==> src/rtl/muldiv_pkg.sv <==
// Shared definitions for the sequential signed multiply/divide unit.
// Optional feature macro: DIV_BY_ZERO_EXC_EN (adds the ERR state).
package muldiv_pkg;

  localparam int unsigned DATA_W         = 32;
  localparam int unsigned ACC_W          = 64;
  localparam int unsigned CNT_W          = 5;
  localparam int unsigned STEP_COUNT_MAX = 31;

  localparam logic OP_MULT = 1'b0;
  localparam logic OP_DIV  = 1'b1;

  typedef enum logic [2:0] {
    ST_IDLE = 3'd0,
    ST_RUN  = 3'd1,
    ST_FIX  = 3'd2,
`ifdef DIV_BY_ZERO_EXC_EN
    ST_ERR  = 3'd4,
`endif
    ST_DONE = 3'd3
  } state_t;

  // Two's-complement magnitude; 0x80000000 maps to itself, read as unsigned.
  function automatic logic [DATA_W-1:0] abs_val(input logic [DATA_W-1:0] x);
    return x[DATA_W-1] ? DATA_W'(~x + DATA_W'(1)) : x;
  endfunction

endpackage

==> src/rtl/muldiv_step.sv <==
// One radix-2 iteration over the 64-bit accumulator:
// multiply = conditional add of the operand into the upper word, then shift right;
// divide   = restoring shift-left and trial subtract of the divisor.
module muldiv_step
  import muldiv_pkg::*;
(
  input  logic              op,
  input  logic [ACC_W-1:0]  acc,
  input  logic [DATA_W-1:0] operand,
  output logic [ACC_W-1:0]  acc_next_c
);

  logic [DATA_W:0]   sum;
  logic [DATA_W:0]   shifted;
  logic [DATA_W+1:0] diff;

  // Arithmetic for both operations; op selects which result is kept.
  always_comb begin
    sum        = {1'b0, acc[ACC_W-1:DATA_W]} + (acc[0] ? {1'b0, operand} : '0);
    shifted    = acc[ACC_W-1:DATA_W-1];
    diff       = {1'b0, shifted} - {2'b00, operand};
    acc_next_c = acc;
    if (op == OP_MULT) begin
      acc_next_c = {sum, acc[DATA_W-1:1]};
    end else if (!diff[DATA_W+1]) begin
      acc_next_c = {diff[DATA_W-1:0], acc[DATA_W-2:0], 1'b1};
    end else begin
      acc_next_c = {shifted[DATA_W-1:0], acc[DATA_W-2:0], 1'b0};
    end
  end

endmodule

==> src/rtl/muldiv_sequencer.sv <==
// Sequential 32x32 signed multiply / 32/32 signed divide, 34 cycles per op.
// Operates on magnitudes, then applies sign correction in a single FIX cycle.
// Optional feature macro: DIV_BY_ZERO_EXC_EN (early divide-by-zero exit via ERR).
module muldiv_sequencer
  import muldiv_pkg::*;
(
  input  logic              clk,
  input  logic              reset_n,
  input  logic              start,
  input  logic              op,
  input  logic [DATA_W-1:0] a,
  input  logic [DATA_W-1:0] b,
  output logic              busy,
  output logic              done,
  output logic [DATA_W-1:0] hi,
  output logic [DATA_W-1:0] lo,
  output logic              divZero
);

  state_t            state;
  logic [CNT_W-1:0]  cnt;
  logic              op_q;
  logic              sign_a;
  logic              sign_b;
  logic [DATA_W-1:0] operand_q;
  logic [ACC_W-1:0]  acc;
  logic [ACC_W-1:0]  acc_step_c;
  logic [ACC_W-1:0]  fixed_c;
  logic [DATA_W-1:0] mag_a_c;
  logic [DATA_W-1:0] mag_b_c;

`ifdef DIV_BY_ZERO_EXC_EN
  logic div_zero_q;
  assign divZero = div_zero_q;
`else
  assign divZero = 1'b0;
`endif

  assign mag_a_c = abs_val(a);
  assign mag_b_c = abs_val(b);

  muldiv_step u_step (
    .op         (op_q),
    .acc        (acc),
    .operand    (operand_q),
    .acc_next_c (acc_step_c)
  );

  // Sign correction of the magnitude result held in acc.
  always_comb begin
    fixed_c = acc;
    if (op_q == OP_MULT) begin
      if (sign_a ^ sign_b) fixed_c = ACC_W'(~acc + ACC_W'(1));
    end else begin
      if (sign_a)          fixed_c[ACC_W-1:DATA_W] = DATA_W'(~acc[ACC_W-1:DATA_W] + DATA_W'(1));
      if (sign_a ^ sign_b) fixed_c[DATA_W-1:0]     = DATA_W'(~acc[DATA_W-1:0] + DATA_W'(1));
    end
  end

  // Control FSM, step counter, operand capture and registered outputs.
  always_ff @(posedge clk or negedge reset_n) begin
    if (!reset_n) begin
      state     <= ST_IDLE;
      cnt       <= '0;
      op_q      <= OP_MULT;
      sign_a    <= 1'b0;
      sign_b    <= 1'b0;
      operand_q <= '0;
      acc       <= '0;
      busy      <= 1'b0;
      done      <= 1'b0;
      hi        <= '0;
      lo        <= '0;
`ifdef DIV_BY_ZERO_EXC_EN
      div_zero_q <= 1'b0;
`endif
    end else begin
      done <= 1'b0;
`ifdef DIV_BY_ZERO_EXC_EN
      div_zero_q <= 1'b0;
`endif
      case (state)
        ST_IDLE: begin
          if (start) begin
            busy <= 1'b1;
`ifdef DIV_BY_ZERO_EXC_EN
            if (op == OP_DIV && b == '0) begin
              state <= ST_ERR;
            end else begin
              state <= ST_RUN;
            end
`else
            state <= ST_RUN;
`endif
            op_q      <= op;
            sign_a    <= a[DATA_W-1];
            sign_b    <= b[DATA_W-1];
            cnt       <= CNT_W'(STEP_COUNT_MAX);
            operand_q <= (op == OP_MULT) ? mag_a_c : mag_b_c;
            acc       <= {{DATA_W{1'b0}}, (op == OP_MULT) ? mag_b_c : mag_a_c};
          end
        end
        ST_RUN: begin
          acc <= acc_step_c;
          if (cnt == '0) begin
            state <= ST_FIX;
          end else begin
            cnt <= cnt - CNT_W'(1);
          end
        end
        ST_FIX: begin
          acc   <= fixed_c;
          state <= ST_DONE;
        end
        ST_DONE: begin
          hi    <= acc[ACC_W-1:DATA_W];
          lo    <= acc[DATA_W-1:0];
          done  <= 1'b1;
          busy  <= 1'b0;
          state <= ST_IDLE;
        end
`ifdef DIV_BY_ZERO_EXC_EN
        ST_ERR: begin
          done       <= 1'b1;
          div_zero_q <= 1'b1;
          busy       <= 1'b0;
          state      <= ST_IDLE;
        end
`endif
        default: begin
          busy  <= 1'b0;
          state <= ST_IDLE;
        end
      endcase
    end
  end

endmodule

==> config.mk <==
export PLATFORM = sky130hd
export DESIGN_NAME = muldiv_sequencer
export DESIGN_NICKNAME = d
export VERILOG_FILES = /design/src/rtl/muldiv_pkg.sv /design/src/rtl/muldiv_step.sv /design/src/rtl/muldiv_sequencer.sv
export SDC_FILE = /design/constraint.sdc
export NUM_CORES = 1
export LEC_CHECK = 0
export ABC_AREA = 1
export CAP_MARGIN = 40
export CORE_UTILIZATION = 45
export DETAILED_ROUTE_END_ITERATION = 8
export DONT_BUFFER_PORTS = 1
export HOLD_SLACK_MARGIN = 0.06
export SYNTH_ARGS = -nofsm -noshare
export SYNTH_HDL_FRONTEND = slang
export SYNTH_SLANG_ARGS = --single-unit
export TNS_END_PERCENT = 100
==> constraint.sdc <==
create_clock -name clk -period 5.5 [get_ports clk]
set_input_delay 1.1 -clock clk [delete_from_list [all_inputs] [get_ports clk]]
set_output_delay 1.1 -clock clk [all_outputs]
set_load 0.02 [all_outputs]
==> results of run 1 <==
==> flip-flops by register name, indices dropped and copies added, names as in the netlist <==
signal	cells
acc	64
hi	32
lo	32
operand_q	32
cnt	5
state	2
busy	1
done	1
op_q	1
sign_a	1
sign_b	1
==> worst paths after layout <==
check                                 to  slack (ns)  depth (start not counted)
setup / recovery                 acc[59]        2.19                         10
hold / removal                   acc[56]        0.30                          0
setup reg to reg                 acc[59]        2.19                         10
hold reg to reg                  acc[17]        0.52                          2
max in group asynchronous  operand_q[27]        4.94                          0
min in group clk                 acc[17]        0.52                          2
==> report_power, final <==
part / switching [uW] / internal [uW]
logic: 5560 / 2250
clock network: 626 / 619
registers: 943 / 1820
==> logic make-up after synthesis <==
group / synth area share (%)
adders and majority gates: 5.37
buffers and inverters: 11.5
and+or+nand+nor: 40.3
DFF: 23.9
other: 0.0208
xor gates and xnor gates: 4.77
AOI/OAI and AO/OA: 14.1
==> stage by stage <==
step,utilization (%),hold slack (ns)
after floorplan,-,0.465
after global placement,47.0,0.494
after detailed placement,47.0,0.501
after CTS,48.5,0.279
after global routing,48.5,0.282
final,48.5,0.304
==> cell usage in the layout, fill, tap and decap left out, types with 6 or more instances in the layout <==
cell type  netlist  routed
xnor2_1         28      28
buf_4            4      14
and2_1           8       8
nand2_2          8       8
dfrtp_1        172     171
nand4_1         41      41
nor3_1          34      34
nand3_2         12      12
nand3b_1        14      14
ha_1            74      73
clkbuf_16        0      17
inv_2           16      16
a31oi_1         15      15
inv_1          410     409
xor2_1          70      70
nor2_1         297     297
inv_8            0       6
a21oi_1        143     143
o21ai_0        235     235
clkinv_1         6       6
nor2_2           9       9
o211ai_1        23      23
o221ai_1        15      15
a22oi_1          9       9
nand2_1        967     967
o21ai_1         15      15
nand3_1        289     289
==> worst max-delay path, cell delays in order (launching register included) <==
cell	delay, ns
dfrtp_1	0.39
inv_1	0.09
ha_2	0.34
inv_1	0.57
nor3_2	0.11
nor3_4	0.39
inv_2	0.35
nor2_2	0.36
buf_4	0.40
nand2_1	0.09
nand2_1	0.07
==> layout make-up <==
cell class | instances | share of cell area (%)
clock buffer | 18 | 2.32
clock inverter | 14 | 0.767
inverter | 434 | 8.63
multi-input combinational | 2348 | 61.4
sequential | 172 | 22.8
tap | 518 | 3.42
timing repair buffer | 15 | 0.701
==> per-layer routing <==
metal  track usage [%]  up-vias  part of all wire, %  wire [um]
met3              5.77      165                  7.6       5800
met5                 0        -                    0          0
li1                  -     9687                    -          -
met4              20.4        0                  5.6       4230
met2              57.0      963                   43      32900
met1              50.2     9393                   44      33100
==> run metrics, run 1 <==
mapped cell area=18000 um^2; DRC Markers=0; beginning of the worst register-to-register path=state[0]; Post-CTS Resized=0; power per cell area=624 nW/um^2; dpl hpwl=61500 um; outcome=finished, final reports clean; ant diodes=0; antenna-violating nets left=0; TritonCTS buffer count=17; Post-synth EDFFs=0; Max H-tree Level=4; io pins=135; drt wl/cell=21.6 um; post-synthesis register bit count=172; Tcrit/Tclk final=60.1%; post-place instance area=18300 um^2; crit path launch=state[0]; mean area per synthesized cell=5.90 um^2; largest cells by area after synthesis=dfrtp_1 (24%), nand2_1 (20%), inv_1 (8.6%); Worst-Margin Slew=0.810 ns; detailed-route via count=20200; cts hold-fix bufs=0; dpl cells=3487; WP data arrival=3.72 ns; CTS tree=yes; Worst Slack Setup Final=2.19 ns; Reg clk slew, reported paths=0.08 ns; Initial Util=46.1%; core footprint=39000 um^2; DRT iter0 DRCs=2447; relative slew slack=46.0%; GPL Wtd Cong=1.01; Yosys warnings=0; Vias/cell=5.74; asr flop ratio synth=100%; max-cap viol count=0; Crit Path Max Fanout=27; area of the multi-input gates=11600 um^2; Worst-Skew Late Latency=0.49 ns; total wire length=76000 um; Finished Cell Area=18900 um^2; port bufs=0; clock root buffer master=clkbuf_16; post-synth cell types=53; kind of critical path=reg2reg; Max Clk Rate=303 MHz; DIE AREA=40800 um^2; Final Non-Filler Cells=3519; largest net degree at the start of global routing=173; first-pass GRT wire length=114000 um; fin crit period=3.31 ns; sequential area share after synthesis=23.9%; P&R area growth vs syn=5.20%; maximum vdd drop=0.000407 V; P_leak=0.00965 uW; top cells by count, synth=nand2_1 (967), inv_1 (410), nor2_1 (297), nand3_1 (289), o21ai_0 (235); area taken by flip-flops and latches=4310 um^2; Worst Path Required=5.91 ns; crit end category=flip-flop; vias in the first global route=18800; post-synth top area share=23.9%; share of cells above drive strength 1=3.93%; die height=202 um; die width=202 um; Yosys top cell by area=dfrtp_1; CP Launch Type=flip-flop; final hold vios=0; Worst Skew=0.0213 ns; Pwr Total=11800 uW; Post-CTS Setup Inserts=0; Cell Rows=72; Clock Tree Buf Depth=2; Final Setup Violations=0; Gate Count Post-Synth=3052; main flop type after synthesis=dfrtp_1; Total Routing Usage GR=37.3%; total grt overflow=0; Hold Path Class=in2async; Final Max Tran Viols=0; post-place setup slack=2.01 ns; initial antenna violation count=0; nets=3132; Pre-antenna DRT Iters=6; # fillers=4269; Clock Sinks=172; most frequent cell after synthesis=nand2_1; Fin Setup TNS=0 ns; syn_nets=3196; RSZ-0062 raised after global routing=false
(Power assumes the default switching activity.)
==> run 2: changes to the inputs <==
- clock period: 5.5 -> 3 ns (I/O delays scaled with it)
==> run 2 against run 1 <==
  * The run now ends with negative hold slack left
  * First-iteration DRC count is 0.12% higher
  * Sequential share of layout area is 0.89 points lower
  * Via count is 4.4% higher
  * Clock skew is 0.0035 ns lower
  * Sequential power is 75% higher
  * Worst hold slack worse by 0.48 ns
  * Wire length is 7.3% higher
  * Largest power group unchanged
  * Global-route usage is 2.4 points higher
==> run metrics, run 2 (same netlist as run 1, synthesis figures left out) <==
outcome=complete, but fails checks (was finished, final reports clean); failing checks=negative hold slack; commonest non-fill, non-tap cells in the layout=nand2_1 (967), inv_1 (409), nor2_1 (296), nand3_1 (289), o21ai_0 (234) (was nand2_1 (967), inv_1 (409), nor2_1 (297), nand3_1 (289), o21ai_0 (235)); fin crit period=2.87 ns (was 3.31 ns); area taken by flip-flops and latches=4310 um^2 (about the same); core footprint=39000 um^2 (unchanged); Switch Pwr=13700 uW (was 7130 uW); # fillers=4175 (was 4269); die width=202 um (unchanged); Tcrit/Tclk final=95.6% (was 60.1%); Total Routing Usage GR=39.6% (was 37.3%); P_leak=0.0101 uW (was 0.00965 uW); R2R depth=19 (was 10); Reg clk slew, reported paths=0.08 ns (about the same); Cell Rows=72 (unchanged); power per cell area=1170 nW/um^2 (was 624 nW/um^2); DRC Markers=0 (unchanged); post-place setup slack=0.00917 ns (was 2.01 ns); sequential share of power=21.0% (was 23.4%); Final Max Tran Viols=0 (unchanged); detailed-route via count=21100 (was 20200); TritonCTS buffer count=17 (unchanged); Max Clk Rate=349 MHz (was 303 MHz); ant diodes=0 (unchanged); initial antenna violation count=1 (was 0); Logic pwr share=68.6% (was 66.1%); area of the multi-input gates=11600 um^2 (about the same); largest net degree at the start of global routing=173 (unchanged); crit end category=flip-flop (unchanged); dpl hpwl=66500 um (was 61500 um); CP Launch Type=flip-flop (unchanged); kind of critical path=reg2reg (unchanged); Hold Slack=-0.178 ns (was 0.304 ns); Pint=9370 uW (was 4690 uW); Clock Sinks=172 (unchanged); die height=202 um (unchanged); max reg flops=64 (unchanged); total grt overflow=0 (unchanged); Worst Slack Setup Final=0.132 ns (was 2.19 ns); clock root buffer master=clkbuf_16 (unchanged); drt wl/cell=22.6 um (was 21.6 um); switching share of total power=59.3% (was 60.3%); Worst-Margin Slew=0.689 ns (was 0.810 ns); Final Setup Violations=0 (unchanged); DIE AREA=40800 um^2 (unchanged); first-pass GRT wire length=122000 um (was 114000 um); Clock Tree Buf Depth=2 (unchanged); Max H-tree Level=4 (unchanged); antenna-violating nets left=0 (unchanged); Worst Skew=0.0178 ns (was 0.0213 ns); nets=3219 (was 3132); CTS tree=yes (unchanged); port bufs=0 (unchanged); P&R area growth vs syn=9.54% (was 5.20%); Worst Path Required=3.32 ns (was 5.91 ns); DRT iter0 DRCs=2450 (was 2447); io pins=135 (unchanged); Worst-Skew Late Latency=0.47 ns (was 0.49 ns); GPL Wtd Cong=1.05 (was 1.01); Initial Util=46.1% (unchanged); RSZ-0062 raised after global routing=false (unchanged); Hold Path Class=in2async (unchanged); total wire length=81500 um (was 76000 um); final hold vios=172 (was 0); clock power share=10.4% (was 10.5%); Crit Path Max Fanout=16 (was 27); Vias/cell=5.85 (was 5.74); most common cell after layout, fill and taps aside=nand2_1 (unchanged); WP data arrival=3.18 ns (was 3.72 ns); maximum vdd drop=0.000640 V (was 0.000407 V); dpl cells=3570 (was 3487); Pre-antenna DRT Iters=6 (unchanged); Final Non-Filler Cells=3606 (was 3519); relative slew slack=53.9% (was 46.0%); Top reg by flops=acc (unchanged); vias in the first global route=19700 (was 18800); share of cells above drive strength 1=6.74% (was 3.93%); max-cap viol count=0 (unchanged)
## run 2: area by class of cell
type / instances / area share [%]
multi-input combinational: 2349 / 59.0
sequential: 172 / 21.9
inverter: 434 / 8.28
timing repair buffer: 101 / 4.39
tap: 518 / 3.29
clock buffer: 17 / 2.16
clock inverter: 15 / 0.965
## run 2: repair_timing
action,in CTS,in global routing
setup buffers,2,1
hold endpoints to repair,172,172
pin swaps,1,2
cloned,0,1
gates resized for setup,0,4
setup endpoints to repair,1,17
## run 2: per-layer routing
| layer | share of wire, % | up-vias | GRT usage [%] |
|---|---|---|---|
| met5 | 0.016 | - | 0 |
| met4 | 6.5 | 2 | 24.1 |
| met3 | 8.0 | 233 | 6.08 |
| met2 | 44 | 1106 | 60.7 |
| met1 | 42 | 9902 | 52.5 |
| li1 | - | 9853 | - |
## run 2: worst max-delay path, cell delays in order (launching register included)
cell,delay (ns)
dfrtp_1,0.41
inv_1,0.17
ha_1,0.32
nand2_2,0.13
inv_2,0.03
nand2_1,0.06
nand2_1,0.13
inv_2,0.08
nand3_2,0.17
nand2_2,0.12
nand2_2,0.09
nand2_4,0.15
nand2_8,0.16
nor2_8,0.19
buf_12,0.15
nand2_1,0.05
nand3_1,0.07
nand2_1,0.05
nand2_1,0.04
o21ai_0,0.11
## run 2: worst paths after layout
kind,slack [ns],end,start
worst max-delay path,0.13,acc[35],operand_q[7]
worst min-delay path,-0.18,hi[18],reset_n
worst max register to register,0.13,acc[35],operand_q[7]
worst min register to register,0.51,sign_b,sign_b
max in group asynchronous,2.80,acc[0],reset_n
min in group clk,0.33,operand_q[27],op
## run 2: power groups by stage
stage / clock network (uW) / registers [uW] / logic, uW
after floorplan: 0 / 4450 / 10000
after global placement: 0 / 4830 / 15100
final: 2400 / 4840 / 15800
after global routing: 2490 / 4910 / 17100
after CTS: 2410 / 4810 / 15400
after detailed placement: 0 / 4850 / 15200
## run 2: through the flow
step | setup TNS [ns] | hold slack, ns | area, um^2 | total power (uW) | util, %
floorplan | 0 | 0.304 | 18000 | 14500 | -
global placement | -0.00470 | 0.308 | 19000 | 20000 | 48.8
detailed placement | 0 | 0.308 | 19000 | 20100 | 48.8
CTS | 0 | -0.189 | 19700 | 22600 | 50.5
global route | 0 | -0.193 | 19700 | 24500 | 50.5
finish | 0 | -0.178 | 19700 | 23000 | 50.5
==> run 3: changes to the inputs <==
- PLACE_DENSITY_LB_ADDON: not set -> 0.3
==> run 3 against run 2 <==
  * The run still ends with negative hold slack left
  * Core utilization shrank 0.21 points
  * Clock-buffer cell count is the same
  * Critical path depth shrank 6
  * Setup slack lost 0.012 ns
  * Design area shrank 0.42%
  * Register-to-register slack is essentially flat
  * Via count shrank 0.47%
  * Highest routed layer unchanged
==> run metrics, run 3 (same netlist as run 1, synthesis figures left out) <==
# fillers=4221 (was 4175); met3 routed WL=7030 um (was 6500 um); Final Setup Violations=0 (unchanged); drt wl/cell=22.8 um (was 22.6 um); Initial Util=46.1% (unchanged); WP data arrival=3.27 ns (was 3.18 ns); Hold Slack=-0.218 ns (was -0.178 ns); total wire length=82100 um (was 81500 um); nets=3210 (was 3219); Metal-1 WL=34700 um (was 34100 um); Worst Path Required=3.39 ns (was 3.32 ns); Vias/cell=5.84 (was 5.85); Cell Rows=72 (unchanged); Top reg by flops=acc (unchanged); Tcrit/Tclk final=96.0% (was 95.6%); RSZ-0062 raised after global routing=true (was false); post-place setup slack=-0.0501 ns (was 0.00917 ns); R2R Setup Slk=0.12 ns (was 0.13 ns); relative slew slack=55.9% (was 53.9%); initial antenna violation count=4 (was 1); first-pass GRT wire length=123000 um (was 122000 um); Max H-tree Level=4 (unchanged); beginning of the worst register-to-register path=operand_q[30] (was operand_q[7]); Worst Slack Setup Final=0.120 ns (was 0.132 ns); Pwr Total=22900 uW (was 23000 uW); dpl hpwl=66500 um (about the same); crit end category=flip-flop (unchanged); DIE AREA=40800 um^2 (unchanged); Reg clk slew, reported paths=0.09 ns (was 0.08 ns); end of the critical path=acc[49] (was acc[35]); R2R depth=13 (was 19); crit path launch=operand_q[30] (was operand_q[7]); Crit Path Max Fanout=17 (was 16); clock root buffer master=clkbuf_16 (unchanged); share of cells above drive strength 1=6.66% (was 6.74%); largest net degree at the start of global routing=173 (unchanged); reg-to-reg endpoint=acc[49] (was acc[35]); area taken by flip-flops and latches=4310 um^2 (about the same); DRT iter0 DRCs=2621 (was 2450); Pre-antenna DRT Iters=7 (was 6); commonest non-fill, non-tap cells in the layout=nand2_1 (966), inv_1 (409), nor2_1 (294), nand3_1 (289), o21ai_0 (232) (was nand2_1 (967), inv_1 (409), nor2_1 (296), nand3_1 (289), o21ai_0 (234)); CP Launch Type=flip-flop (unchanged); total grt overflow=0 (unchanged); DR top layer=met5 (unchanged); Worst-Skew Late Latency=0.51 ns (was 0.47 ns); final hold vios=172 (unchanged); failing checks=negative hold slack (unchanged); outcome=complete, but fails checks (unchanged); most common cell after layout, fill and taps aside=nand2_1 (unchanged); max reg flops=64 (unchanged); Total Routing Usage GR=40.2% (was 39.6%); P_leak=0.0101 uW (about the same); fin crit period=2.88 ns (was 2.87 ns); antenna-violating nets left=0 (unchanged); maximum vdd drop=0.000626 V (was 0.000640 V); area of the multi-input gates=11700 um^2 (was 11600 um^2); DRC Markers=0 (unchanged); Clock Tree Buf Depth=2 (unchanged); Worst-Margin Slew=0.659 ns (was 0.689 ns); TritonCTS buffer count=17 (unchanged); die width=202 um (unchanged); kind of critical path=reg2reg (unchanged); power per cell area=1170 nW/um^2 (about the same); max-cap viol count=0 (unchanged); port bufs=0 (unchanged); die height=202 um (unchanged); detailed-route via count=21000 (was 21100); core footprint=39000 um^2 (unchanged); io pins=135 (unchanged); P&R area growth vs syn=9.08% (was 9.54%); Worst Skew=0.0163 ns (was 0.0178 ns); Max Clk Rate=347 MHz (was 349 MHz); CTS tree=yes (unchanged); metal2 WL=36600 um (was 35500 um); Clock Sinks=172 (unchanged); vias in the first global route=19300 (was 19700); Hold Path Class=in2async (unchanged); GPL Wtd Cong=1.01 (was 1.05); Final Max Tran Viols=0 (unchanged); Final Util=50.3% (was 50.5%)
==> run 3: how the worst min path moves through the flow <==
stage | start | to
after floorplan | reset_n | acc[0]
after global placement | reset_n | lo[11]
after detailed placement | reset_n | lo[10]
after CTS | reset_n | lo[7]
after global routing | reset_n | lo[12]
final | reset_n | lo[6]
==> run 3: final cells by class <==
type	instances	share of cell area, %
Timing Repair Buffer	92	3.84
Antenna cell	1	0.0127
Inverter	434	8.32
Multi-Input combinational cell	2349	59.4
Sequential cell	172	22.0
Clock inverter	15	1.00
Tap cell	518	3.30
Clock buffer	17	2.17
==> run 3: worst max-delay path, cell delays in order (launching register included) <==
cell     delay (ns)
dfrtp_1        0.48
inv_1          0.18
ha_1           0.37
nand2_1        0.09
nor3_1         0.27
nand2_1        0.17
nor2_1         0.22
nor2_4         0.10
nand2_8        0.20
nand4_1        0.29
nand3_1        0.22
nand2_1        0.07
nand2_1        0.06
nand2_1        0.05
==> run 3: power breakdown <==
group          switching [uW]  internal, uW
combinational           10900          4650
sequential               1610          3330
clock                    1220          1210
==> run 3: metal layers <==
layer | global-route usage, % | vias to the layer above
met3 | 6.43 | 173
met5 | 0 | -
li1 | - | 9843
met1 | 54.1 | 9909
met2 | 62.8 | 1070
met4 | 19.2 | 2
==> run 3: through the flow <==
stage | TNS [ns] | instances | cell area (um^2) | hold slack [ns]
2_1_floorplan | 0 | 3052 | 18000 | 0.304
3_3_place_gp | 0 | 3564 | 19000 | 0.307
3_5_place_dp | -0.0586 | 3564 | 19000 | 0.307
4_1_cts | 0 | 3596 | 19600 | -0.241
5_1_grt | -0.0106 | 3597 | 19600 | -0.229
6_report | 0 | 3598 | 19600 | -0.218
==> run 3: repair_timing <==
item / in CTS / in global routing
endpoints found under the setup margin: 2 / 11
pin swaps: 0 / 3
gates resized for setup: 1 / 11
cloned: 0 / 1
endpoints found under the hold margin: 172 / 172
buffers inserted: 0 / 0
